==> src/rtl/periph_rx_arbiter_pkg.sv <==
// Shared constants and types for the Lycan peripheral/USB datapath.
// Holds the USB packet geometry, the peripheral slot count derived from the
// address width, and the state type used by the RX-side arbiter.
package lycan_globals;

    localparam int usb_packet_width     = 32;
    localparam int periph_address_width = 3;
    localparam int num_peripherals      = 2 ** periph_address_width;

    // Maximum packets a single grant may carry when bursting is compiled in.
    localparam int rx_arb_burst_len     = 4;

    typedef enum logic [1:0] {
        IDLE    = 2'd0,
        READ    = 2'd1,
        CAPTURE = 2'd2,
        WRITE   = 2'd3
    } rx_arb_state_t;

    // The burst counter needs to reach BURST_LEN-1, but never shrinks below
    // two bits so a tiny BURST_LEN still gets a well-formed comparison.
    function automatic int burstCountWidth(input int burstLen);
        int w;
        w = (burstLen > 1) ? $clog2(burstLen) : 1;
        return (w < 2) ? 2 : w;
    endfunction

endpackage

==> src/rtl/periph_rx_arbiter_rr_priority_select.sv <==
// Combinational round-robin picker. Given a request vector and the index that
// was served last, returns the first requesting index strictly after it,
// wrapping around, so the last-served requester has the lowest priority.
// Kept generic so the TX-side dispatcher can reuse it.
module rr_priority_select #(
    parameter int N     = 8,
    parameter int IDX_W = (N > 1) ? $clog2(N) : 1
) (
    input  logic [N-1:0]     req_i,
    input  logic [IDX_W-1:0] last_i,
    output logic             valid_o,
    output logic [IDX_W-1:0] index_o
);

    // Walk candidates from the furthest to the nearest so the nearest
    // requester after last_i is the one left standing.
    always_comb begin
        int cand;
        logic [IDX_W-1:0] candIdx;
        valid_o = 1'b0;
        index_o = '0;
        cand    = 0;
        candIdx = '0;
        for (int k = N; k >= 1; k--) begin
            cand    = (int'(last_i) + k) % N;
            candIdx = IDX_W'(cand);
            if (req_i[candIdx]) begin
                valid_o = 1'b1;
                index_o = candIdx;
            end
        end
    end

endmodule

==> src/rtl/periph_rx_arbiter.sv <==
// Round-robin arbiter draining the per-peripheral local RX FIFOs into the
// shared USB-bound FIFO. Each packet carries the source slot address in its
// MSBs so the host can demultiplex. All FIFOs are standard (non-FWFT), so a
// pop takes READ (rden high) then CAPTURE (data valid) before WRITE.
// Optional feature: define LYCAN_RX_ARB_BURST_EN to let one grant carry up to
// BURST_LEN packets from the same slot before re-arbitrating.
module periph_rx_arbiter
    import lycan_globals::*;
#(
    parameter int NUM_PERIPHS = num_peripherals,
    parameter int ADDR_W      = periph_address_width,
    parameter int PKT_W       = usb_packet_width,
    parameter int PAYLOAD_W   = PKT_W - ADDR_W
`ifdef LYCAN_RX_ARB_BURST_EN
    ,
    parameter int BURST_LEN   = rx_arb_burst_len
`endif
) (
    input  logic                           clk,
    input  logic                           rst,
    input  logic [NUM_PERIPHS*PAYLOAD_W-1:0] periph_rx_data,
    input  logic [NUM_PERIPHS-1:0]         periph_rx_empty,
    output logic [NUM_PERIPHS-1:0]         periph_rx_rden,
    output logic [PKT_W-1:0]               usb_tx_data,
    output logic                           usb_tx_wren,
    input  logic                           usb_tx_full,
    output logic [ADDR_W-1:0]              grant,
    output logic                           idle
);

`ifdef LYCAN_RX_ARB_BURST_EN
    localparam int CNT_W = burstCountWidth(BURST_LEN);
`endif

    rx_arb_state_t            state_q, state_d;
    logic [ADDR_W-1:0]        grant_q, grant_d;
    logic [ADDR_W-1:0]        lastGrant_q, lastGrant_d;
    logic [NUM_PERIPHS-1:0]   rden_q, rden_d;
    logic [PKT_W-1:0]         data_q, data_d;
`ifdef LYCAN_RX_ARB_BURST_EN
    logic [CNT_W-1:0]         burstCnt_q, burstCnt_d;
`endif

    logic                     selValid;
    logic [ADDR_W-1:0]        selIdx;
    logic [PAYLOAD_W-1:0]     slotData [NUM_PERIPHS];

    for (genvar g = 0; g < NUM_PERIPHS; g++) begin : gSlot
        assign slotData[g] = periph_rx_data[g*PAYLOAD_W +: PAYLOAD_W];
    end

    // A slot is a candidate whenever its local FIFO holds data.
    rr_priority_select #(
        .N     (NUM_PERIPHS),
        .IDX_W (ADDR_W)
    ) uSelect (
        .req_i   (~periph_rx_empty),
        .last_i  (lastGrant_q),
        .valid_o (selValid),
        .index_o (selIdx)
    );

    // Registered state; last_grant starts at the top slot so slot 0 wins first.
    always_ff @(posedge clk or posedge rst) begin
        if (rst) begin
            state_q     <= IDLE;
            grant_q     <= '0;
            lastGrant_q <= ADDR_W'(NUM_PERIPHS - 1);
            rden_q      <= '0;
            data_q      <= '0;
`ifdef LYCAN_RX_ARB_BURST_EN
            burstCnt_q  <= '0;
`endif
        end else begin
            state_q     <= state_d;
            grant_q     <= grant_d;
            lastGrant_q <= lastGrant_d;
            rden_q      <= rden_d;
            data_q      <= data_d;
`ifdef LYCAN_RX_ARB_BURST_EN
            burstCnt_q  <= burstCnt_d;
`endif
        end
    end

    // Next-state logic: arbitrate in IDLE, pop, capture, then hand to USB.
    always_comb begin
        state_d     = state_q;
        grant_d     = grant_q;
        lastGrant_d = lastGrant_q;
        rden_d      = '0;
        data_d      = data_q;
`ifdef LYCAN_RX_ARB_BURST_EN
        burstCnt_d  = burstCnt_q;
`endif
        case (state_q)
            IDLE: begin
                if (selValid) begin
                    grant_d        = selIdx;
                    rden_d[selIdx] = 1'b1;
                    state_d        = READ;
`ifdef LYCAN_RX_ARB_BURST_EN
                    burstCnt_d     = '0;
`endif
                end
            end
            READ: begin
                state_d = CAPTURE;
            end
            CAPTURE: begin
                data_d  = {grant_q, slotData[grant_q]};
                state_d = WRITE;
            end
            WRITE: begin
                if (!usb_tx_full) begin
`ifdef LYCAN_RX_ARB_BURST_EN
                    if ((burstCnt_q < CNT_W'(BURST_LEN - 1)) && !periph_rx_empty[grant_q]) begin
                        burstCnt_d      = burstCnt_q + 1'b1;
                        rden_d[grant_q] = 1'b1;
                        state_d         = READ;
                    end else begin
                        lastGrant_d = grant_q;
                        state_d     = IDLE;
                    end
`else
                    lastGrant_d = grant_q;
                    state_d     = IDLE;
`endif
                end
            end
            default: begin
                state_d = IDLE;
            end
        endcase
    end

    assign periph_rx_rden = rden_q;
    assign usb_tx_data    = data_q;
    assign usb_tx_wren    = (state_q == WRITE) && !usb_tx_full;
    assign grant          = grant_q;
    assign idle           = (state_q == IDLE) && (&periph_rx_empty);

endmodule
==> config.mk <==
export PLATFORM = sky130hd
export DESIGN_NAME = periph_rx_arbiter
export DESIGN_NICKNAME = d
export VERILOG_FILES = /design/src/rtl/periph_rx_arbiter_pkg.sv /design/src/rtl/periph_rx_arbiter_rr_priority_select.sv /design/src/rtl/periph_rx_arbiter.sv
export SDC_FILE = /design/constraint.sdc
export NUM_CORES = 1
export LEC_CHECK = 0
export CAP_MARGIN = 30
export CORE_MARGIN = 5
export CORE_UTILIZATION = 37
export DETAILED_ROUTE_END_ITERATION = 12
export PLACE_DENSITY = 0.86
export SETUP_SLACK_MARGIN = 0.3
export SYNTH_ARGS = -nofsm -noshare
export SYNTH_HDL_FRONTEND = slang
export SYNTH_SLANG_ARGS = --single-unit
==> constraint.sdc <==
create_clock -name clk -period 4.04 [get_ports clk]
set_input_delay 0.404 -clock clk [delete_from_list [all_inputs] [get_ports clk]]
set_output_delay 0.404 -clock clk [all_outputs]
set_load 0.01 [all_outputs]
### Word-level counts from Yosys, hierarchy flattened

Index checks and enable logic that the tools add are counted.

| cells by class | value |
|---|---|
| reductions and logical operators | 9 |
| multiplexer cells | 42 |
| bitwise gates (word level) | 3 |
| equal/unequal tests | 5 |
| add/sub/neg operators | 8 |
| order comparisons | 11 |

Operators with widths:

| kind | count |
|---|---|
| binary-select mux 29 bit (select 3 bit) | 1 |
| two-way mux 29 bit | 2 |
| less-than comparator 3 x 4 -> 1 bit (second input constant) | 9 |
| binary-select mux 1 bit (select 3 bit) | 8 |
| two-way mux 3 bit | 8 |
| two-way mux 1 bit | 17 |
| two-way mux 8 bit | 2 |
| adder 3 bit (second input constant) | 4 |
| inverter 8 bit | 1 |
| one-hot mux 2 bit (4 select lines) | 1 |
| AND reduction 8 bit | 1 |
| adder 3 x 1 -> 3 bit (second input constant) | 2 |
| adder 3 x 2 -> 3 bit (second input constant) | 2 |
| AND reduction 2 bit | 3 |
| equality test 2 bit (second input constant) | 2 |
| >= comparator 4 bit (second input constant) | 1 |
| two-way mux 2 bit | 2 |
| inequality test 2 bit (second input constant) | 2 |
| inverter 3 -> 4 bit | 1 |
| demux 1 bit (select 3 bit) | 1 |
| >= comparator 3 x 1 -> 1 bit (second input constant) | 1 |
| logical AND 1 bit | 3 |
| equality test 2 x 1 -> 1 bit (second input constant) | 1 |
| zero test 2 bit | 1 |
| other kinds (2) | 2 |

| word-level totals | value |
|---|---|
| register bits | 48 |
| input bits | 243 |
| logic and storage cells | 83 |
| output and inout port bits | 45 |

### Longest topological paths before layout

Gate-level depths: netlist of run 1.

| depth | value |
|---|---|
| word-level depth | 17 |
| gate-level depth with buffers | 13 |

### By module

From an unflattened synthesis of run 1, not the netlist that was laid out.

| unflattened totals | value |
|---|---|
| cells, all modules | 352 |
| area, all modules | 4091.4 um^2 |

By module, submodules not included:

| module | instances | cells each | area each (um^2) |
|---|---|---|---|
| periph_rx_arbiter | 1 | 275 | 3417.0 |
| rr_priority_select | 1 | 77 | 674.4 |

### Worst setup path after synthesis of run 1

Ideal clock, no wire load.

| timing | value |
|---|---|
| kind | flip-flop to flip-flop |
| from | register lastGrant_q[1] |
| to | register grant_q[0], in the netlist grant[0] |
| setup time | 0.125 ns |
| arrival | 3.267 ns |
| buffers on the path | 3 |
| stages on the path, launching flop included | 12 |
| clock period less this slack | 3.391 ns |
| setup slack | 0.649 ns |
| path through | dfstp_2 clkbuf_1 buf_4 inv_1 ha_1 buf_6 mux4_2 mux2_2 and2_4 a311oi_4 o311ai_4 mux2_2 |

| on the way | value |
|---|---|
| longest elaborated chain between the ends | 12 |

RTL lines:

| what | RTL line | RTL |
|---|---|---|
| start: declaration | periph_rx_arbiter.sv:37 | `logic [ADDR_W-1:0] lastGrant_q, lastGrant_d;` |
| start signal: assignment | periph_rx_arbiter.sv:68 | `lastGrant_q <= ADDR_W'(NUM_PERIPHS - 1);` |
| start signal: assignment | periph_rx_arbiter.sv:77 | `lastGrant_q <= lastGrant_d;` |
| adder 3 x 1 -> 3 bit | periph_rx_arbiter_rr_priority_select.sv:25 | `cand = (int'(last_i) + k) % N;` |
| binary-select mux 1 bit (select 3 bit) | periph_rx_arbiter_rr_priority_select.sv:27 | `if (req_i[candIdx]) begin` |
| two-way mux 1 bit (not written as such) | periph_rx_arbiter_rr_priority_select.sv:27 |  |
| two-way mux 1 bit (8 in series) | periph_rx_arbiter_rr_priority_select.sv:27 |  |
| AND reduction 2 bit (no source line) | - |  |
| end signal: assignment | periph_rx_arbiter.sv:76 | `grant_q <= grant_d;` |
| end: declaration | periph_rx_arbiter.sv:36 | `logic [ADDR_W-1:0] grant_q, grant_d;` |

Parallel ways exist; a longest one is shown, timed or not. The select of a mux whose other input is x is not followed.
A chain may end at the register's enable or synchronous reset.

### Final worst setup path of run 1

Ends and elaborated chain as after synthesis.

==> impl_metrics.ini, run 1 <==
[die]
rows = 40
dieHeight_um = 121
coreArea_um2 = 12000
start_util_pct = 37.7
io-pin-count = 288
die_area_um2 = 14500
fp.dieW_um = 121

[power]
internal_power_w = 0.00320
powerDensity_nw_per_um2 = 713
power.clock.fraction_pct = 9.7
peakVddDrop_mv = 0.308
combPwrFrac_pct = 71.2
netSwitchingPower_w = 0.00229
sw_frac_of_total_pct = 41.8
cellLeakagePower_nw = 2.93
p_seq_share_pct = 19.1

[detailed_routing]
antenna_left = 0
dr.pass1.iters = 4
routed_wl_mm = 16.6
vias_per_cell = 5.66
post_drt_wl_per_cell_um = 21.0
vias = 4460
drc = 0
drtIter0Drc = 189

[clocking]
cts_buffers = 5
clkLatencyLatePin_ps = 280
clk_pin_slew_ps = 70
cts_hold_buf = 0
cts_tree = built
root_buffer = clkbuf_16
h-tree-depth = 2
cts_setup_buffers = 0
cts_buffer_depth = 2
clock-sinks = 48
cts-resized-gates = 0

[global_routing]
grt.total_usage_pct = 21.7
grt_start_max_net_pins = 43
antenna_found_initial = 1
grt_overflow_total = 0
grt_pass1_vias = 4812
grt_first_pass_wirelength_mm = 24.9

[synthesis]
synthCells = 372
yosysSeqAreaShare_pct = 26.6
synth_most_common_cell = mux4_2
synth_top_cell_by_area = mux4_2
syn_nets = 620
ys_types = 52
synth-main-ff-cell = dfrtp_1
ys_warn_count = 0
synthArstFlopShare_pct = 100
synth_top_area_share_pct = 33.8
synth-seq-cells = 48
synth_edf_count = 0
syn_area_per_cell_um2 = 12.2
synth_area_leaders = mux4_2 (34%), dfrtp_1 (25%), mux2i_1 (8.6%), mux2_2 (4.0%), a21oi_1 (3.5%)
syn_area_um2 = 4520
synth_top_cells_by_count = mux4_2 (68), dfrtp_1 (45), nor2_1 (40), mux2i_1 (39), a21oi_1 (32)

[finish]
area_growth_syn_to_layout_pct = 70.2
drive_gt1_share_pct = 18.9
final_cell_count_no_fill = 788
nets = 887

[setup_path]
crit_type = flop to flop
setup.worst_path.start_class = flop
worst_ep_required_time_ps = 4210
end_kind = flop
cp_max_fo = 14
crit_arrival_ps = 3590

[flow_run]
drv_cap = 0

[timing]
setup_viol = 0
timing.hold.ws_ps = 493
finalSetupTns_ps = 0
drv_slew = 0
max_freq_mhz = 292
worstMarginPinSlew_ps = 870
fin_crit_ps = 3420
finalHoldViolCount = 0
slew_headroom_pct = 42.0
worst_slack_ps = 618
period_share_pct = 84.7
rsz0062_at_grt = false
worst_clock_skew_ps = 5.04

[placed_design]
gp_routability_congestion = 0.929
preCtsSetupSlack_ps = 632
dp_hpwl_mm = 13.7
dp_cells = 779
numPortBuffers = 287

[hold_path]
min_path_type = input pin to async pin

[status]
status = complete, no violations
-- worst max-delay path, cell delays in order (launching register included) --
cell and delay [ps]:
dfstp_2 530, inv_1 140, ha_1 660, mux4_2 670
mux2_2 320, and2_4 180, a311oi_4 310, o311ai_4 200
mux2_2 300
-- metal layers --
metal | track usage, % | up-vias | routed length (µm)
met5 | 0 | - | 0
met4 | 6.02 | 0 | 291
met3 | 6.03 | 19 | 1580
met2 | 39.9 | 254 | 8840
met1 | 24.7 | 2174 | 5860
li1 | - | 2013 | -
-- logic make-up (layout without fill, tap and decap cells) --
family	Yosys count	count (layout)	share of synthesized area [%]
adder cells (fa/ha/maj)	5	5	1.38
other	0	1	0
AND/OR/NAND/NOR	73	73	8.16
AO/OA/AOI/OAI	71	71	11.0
XOR/XNOR	3	3	0.996
flip-flops	48	48	26.6
buffers and inverters	47	315	4.56
multiplexers	125	125	47.3
-- final timing paths --
path / startpoint / endpoint / slack [ps] / depth (start not counted)
min in group clk: usb_tx_data[30] / usb_tx_data[30] / 520 / 1
max in group asynchronous: rst / lastGrant_q[2] / 2950 / 3
worst min register to register: usb_tx_data[30] / usb_tx_data[30] / 520 / 1
worst max register to register: lastGrant_q[1] / grant[0] / 620 / 8
worst min-delay path: rst / usb_tx_data[31] / 490 / 2
worst max-delay path: lastGrant_q[1] / grant[0] / 620 / 8
-- cell type report --
class                      instances  area (µm²)
timing repair buffer             296        2950
tap                              147         184
antenna                            1        2.50
clock inverter                     3        68.8
clock buffer                       5         125
inverter                          11        41.3
multi-input combinational        277        3120
sequential                        48        1210
fill                             945        4310
-- cells in the final DEF (no fill, tap or decap), types with 2 or more instances in the layout --
cell type,count
nor3_1,8
nand2b_1,3
or3_1,2
inv_1,9
o22ai_1,3
nor3b_1,2
mux2i_1,39
mux4_2,68
mux2_2,16
clkdlybuf4s50_1,287
ha_1,4
clkbuf_16,5
buf_4,8
dfstp_2,3
o211ai_1,3
bufinv_16,2
a31oi_1,2
nand3_1,2
nand3b_1,2
a21o_1,2
a211oi_1,3
nand4_1,3
dfrtp_1,42
dfrtp_2,2
o21ai_0,11
o221ai_1,3
nand2_1,4
o21ai_1,2
a21oi_1,32
nor2b_1,2
nor2_1,40
nor3b_2,2
-- through the flow --
| stage | instance area (µm²) | utilization [%] | power, W |
|---|---|---|---|
| after floorplan | 4520 | - | 0.00380 |
| after global placement | 7480 | 62.3 | 0.00488 |
| after detailed placement | 7500 | 62.5 | 0.00499 |
| after CTS | 7700 | 64.1 | 0.00554 |
| after global routing | 7700 | 64.1 | 0.00589 |
| final | 7700 | 64.1 | 0.00549 |
-- flip-flops by register name (all words and copies together) (netlist names) --
signal and count:
grant 3, lastGrant_q 3, periph_rx_rden 8, state_q 2, usb_tx_data 32
-- power by group through the flow --
stage | clock, W | combinational (W) | sequential [W]
finish | 0.000534 | 0.00391 | 0.00105
global route | 0.000566 | 0.00422 | 0.00111
global placement | 0 | 0.00383 | 0.00105
detailed placement | 0 | 0.00392 | 0.00107
floorplan | 0 | 0.00285 | 0.000945
CTS | 0.000546 | 0.00393 | 0.00106
(Power assumes the default switching activity.)
==> run 2: changes to the inputs <==
Clock period 4.04 ns to 3.25 ns, I/O delays scaled along.
==> run 2 against run 1 <==
Power increased by 29%. Sequential share of layout area decreased by 0.26 points. Sequential power increased by 9%. Clock skew increased by 4.1 ps. Hold slack got worse by 110 ps. Critical path type unchanged. First-iteration DRC count increased by 26%.
==> impl_metrics.ini, run 2 (synthesized netlist as in run 1, its figures left out) <==
[timing]
worstMarginPinSlew_ps = 834
worst_clock_skew_ps = 9.12
fin_crit_ps = 2940
finalSetupTns_ps = 0
setup_viol = 0
rsz0062_at_grt = true
max_freq_mhz = 340
drv_slew = 0
slew_headroom_pct = 44.4
timing.hold.ws_ps = 387
period_share_pct = 90.5
finalHoldViolCount = 0
worst_slack_ps = 310

[detailed_routing]
vias = 4485
post_drt_wl_per_cell_um = 21.9
vias_per_cell = 5.63
routed_wl_mm = 17.4
antenna_left = 0
dr.pass1.iters = 5
drc = 0
drtIter0Drc = 239

[placed_design]
preCtsSetupSlack_ps = 245
dp_hpwl_mm = 14.6
numPortBuffers = 287
gp_routability_congestion = 0.877

[setup_path]
worst_ep_required_time_ps = 3420
r2r_slack_ps = 310
setup.worst_path.start_class = flop
r2r_end = grant[0]
crit_type = flop to flop
end_kind = flop
crit_arrival_ps = 3110
rr_startpoint = lastGrant_q[1]
cp_max_fo = 9
reg2reg_depth = 8

[die]
io-pin-count = 288
rows = 40
start_util_pct = 37.7
die_area_um2 = 14500
fp.dieW_um = 121
coreArea_um2 = 12000
dieHeight_um = 121

[global_routing]
grt.total_usage_pct = 23.1
grt_overflow_total = 0
grt_start_max_net_pins = 47
grt_first_pass_wirelength_mm = 26.2
grt_pass1_vias = 4807
antenna_found_initial = 1

[clocking]
cts_hold_buf = 0
clkLatencyLatePin_ps = 290
clk_pin_slew_ps = 60
root_buffer = clkbuf_16
cts_buffers = 5
cts_buffer_depth = 2
clock-sinks = 48
cts_tree = built
h-tree-depth = 2

[finish]
nFillCells = 935
layout_common_cells = clkdlybuf4s50_1 (287), mux4_2 (69), dfrtp_1 (42)
diodes = 0
nets = 897
area_growth_syn_to_layout_pct = 73.1
final_common_cell = clkdlybuf4s50_1
drive_gt1_share_pct = 21.8
largest_register_ffs = 32

[flow_run]
drv_cap = 0

[hold_path]
min_path_type = input pin to async pin

[power]
cellLeakagePower_nw = 2.98
peakVddDrop_mv = 0.445
powerDensity_nw_per_um2 = 901

[status]
status = complete, no violations
[run 2: layout make-up]
type                       instances  area [µm²]  share of cell area [%]
tap                              147         184                    2.35
clock inverter                     2        10.0                   0.128
sequential                        48        1210                    15.5
timing repair buffer             305        3030                    38.7
inverter                          11        45.0                   0.575
multi-input combinational        278        3210                    41.0
clock buffer                       6         139                    1.77
[run 2: per-layer routing]
metal	wire length [µm]	vias up	share of wire, %	GRT usage [%]
met4	341	2	2.0	5.45
met2	9380	224	54	41.6
met5	11	-	0.063	0
met3	1450	26	8.3	6.13
met1	6230	2194	36	27.4
li1	-	2039	-	-
[run 2: how the worst max path moves through the flow]
stage          depth (start not counted)                 to           start
6_report                               8           grant[0]  lastGrant_q[1]
5_1_grt                               10  periph_rx_rden[2]  lastGrant_q[1]
4_1_cts                                8           grant[0]  lastGrant_q[1]
3_5_place_dp                           8           grant[0]  lastGrant_q[1]
3_3_place_gp                           8           grant[0]  lastGrant_q[1]
2_1_floorplan                         11           grant[0]  lastGrant_q[1]
[run 2: stage by stage]
stage / area, µm² / util [%] / instances / power (W)
global route: 7830 / 65.2 / 797 / 0.00756
floorplan: 4580 / - / 372 / 0.00486
CTS: 7770 / 64.7 / 794 / 0.00700
finish: 7830 / 65.2 / 797 / 0.00706
global placement: 7550 / 62.9 / 782 / 0.00627
detailed placement: 7570 / 63.1 / 783 / 0.00639
[run 2: timing repair]
item	4_1_cts	5_1_grt
pin swaps	1	3
setup buffers	2	3
gates resized for setup	1	11
endpoints found under the setup margin	7	10
cloned	1	0
[run 2: worst max-delay path, cell delays in order (launching register included)]
cell	delay (ps)
dfstp_2	560
clkinvlp_4	110
ha_4	320
mux4_2	630
mux2_4	320
and2_4	150
a311oi_4	240
o311ai_4	200
mux2_4	300
[run 2: power breakdown]
part           internal, W  switching (W)
registers         0.000919       0.000218
logic              0.00284        0.00256
clock network     0.000303       0.000214
==> run 3: changes to the inputs <==
Settings changed: PLACE_DENSITY 0.86 to 0.92.
==> run 3 against run 2 <==
Routed wire length rose by 2.7%. Design area grew 0.34%. Hold slack improved by 27 ps. Clock-buffer cell count decreased by 1. Clock power is 15% higher. Combinational power barely moved. Power rose by 2.9%. Critical endpoint is now periph_rx_rden[2].
==> impl_metrics.ini, run 3 (synthesized netlist as in run 1, its figures left out) <==
[status]
status = complete, no violations

[setup_path]
max_stage_delay_ps = 560
worst_ep_required_time_ps = 3450
crit_slowest_cell = dfstp_2
crit_type = flop to flop
setup.worst_path.start_class = flop
end_kind = flop
path_cells = clkinvlp_4, ha_4, buf_4, mux4_2, or3_1, a32oi_1, o211ai_1, buf_4, nand2b_4, nor3_1
cp_max_fo = 12
crit_arrival_ps = 3120
cp_common_cell = buf_4

[clocking]
cts_hold_buf = 0
cts_buffers = 5
root_buffer = clkbuf_16
clkLatencyLatePin_ps = 290
clock-sinks = 48
clk_pin_slew_ps = 70
cts_buffer_depth = 2
h-tree-depth = 2
cts_tree = built

[global_routing]
use_met1_pct = 27.5
grt_overflow_total = 0
grt_pass1_vias = 4838
grt_start_max_net_pins = 39
grt_use_met3_pct = 6.64
antenna_found_initial = 0
grt_first_pass_wirelength_mm = 26.7
grt.total_usage_pct = 23.7
grt-busiest-layer = met2
grtUsageMet2_pct = 43.3

[detailed_routing]
antenna_left = 0
post_drt_wl_per_cell_um = 22.3
drtIter0Drc = 316
drc = 0
routed_wl_mm = 17.9
vias_per_cell = 5.61
vias = 4501
dr.pass1.iters = 5

[finish]
area_growth_syn_to_layout_pct = 73.6
diodes = 0
largest_register_ffs = 32
final_common_cell = clkdlybuf4s50_1
nets = 902
drive_gt1_share_pct = 22.0
layout_common_cells = clkdlybuf4s50_1 (287), mux4_2 (68), dfrtp_1 (42)

[placed_design]
numPortBuffers = 287
dp_hpwl_mm = 15.1
gp_routability_congestion = 0.892

[die]
fp.dieW_um = 121
rows = 40
dieHeight_um = 121
die_area_um2 = 14500
coreArea_um2 = 12000
start_util_pct = 37.7
io-pin-count = 288

[power]
powerDensity_nw_per_um2 = 924
peakVddDrop_mv = 0.372
total_power_w = 0.00726
cellLeakagePower_nw = 3.00

[timing]
max_freq_mhz = 342
finalHoldViolCount = 0
fin_crit_ps = 2920
worst_clock_skew_ps = 7.95
finalSetupTns_ps = 0
rsz0062_at_grt = true
setup_viol = 0
slew_headroom_pct = 52.1
drv_slew = 0
worstMarginPinSlew_ps = 719
period_share_pct = 90.0

[flow_run]
drv_cap = 0

[hold_path]
min_path_type = input pin to async pin
[run 3: metal layers]
layer | vias up | wire (µm)
met5 | - | 0
met4 | 0 | 369
met3 | 29 | 1690
met2 | 255 | 9560
met1 | 2169 | 6260
li1 | 2048 | -
[run 3: what timing repair did]
item / 4_1_cts / 5_1_grt
gates cloned: 0 / 1
setup endpoints to repair: 6 / 10
pin swaps: 1 / 0
setup buffers: 2 / 6
hold endpoints to repair: 0 / 0
resized for setup: 1 / 5
[run 3: path summary, 6_finish.rpt]
| path | start | to | slack [ps] | depth (start not counted) |
|---|---|---|---|---|
| min reg2reg | usb_tx_data[31] | usb_tx_data[31] | 510 | 1 |
| min | rst | state_q[0] | 410 | 2 |
| min in group clk | usb_tx_data[31] | usb_tx_data[31] | 510 | 1 |
| max reg2reg | lastGrant_q[1] | periph_rx_rden[2] | 330 | 10 |
| max | lastGrant_q[1] | periph_rx_rden[2] | 330 | 10 |
| max in group asynchronous | rst | usb_tx_data[14] | 2120 | 3 |
[run 3: power breakdown]
group          leakage, nW  switching [W]  internal (W)  total, W
registers            0.551       0.000372      0.000916   0.00129
logic                 2.37        0.00244       0.00294   0.00538
clock network       0.0804       0.000227      0.000366  0.000592
[run 3: cell type report]
type                       count  area, µm²
sequential                    48       1210
multi-input combinational    278       3180
clock inverter                 3       46.3
tap                          147        184
clock buffer                   5        125
inverter                      11       45.0
timing repair buffer         310       3070
fill                         897       4160
[run 3: critical path, delay by kind of cell (launching register included)]
family | cells | cell delay [ps]
buf+inv | 3 | 480
fa+ha+maj | 1 | 300
flops | 1 | 560
compound gates | 2 | 400
mux | 1 | 410
simple gates | 3 | 680
[run 3: per-stage QoR]
| stage | util [%] | area [µm²] | worst slack, ps | hold slack [ps] | cells |
|---|---|---|---|---|---|
| 2_1_floorplan | - | 4580 | 85.0 | 482 | 372 |
| 3_3_place_gp | 63.2 | 7590 | 309 | 488 | 785 |
| 3_5_place_dp | 63.2 | 7590 | 245 | 504 | 785 |
| 4_1_cts | 64.8 | 7780 | 343 | 439 | 795 |
| 5_1_grt | 65.4 | 7860 | 181 | 482 | 802 |
| 6_report | 65.4 | 7860 | 325 | 414 | 802 |
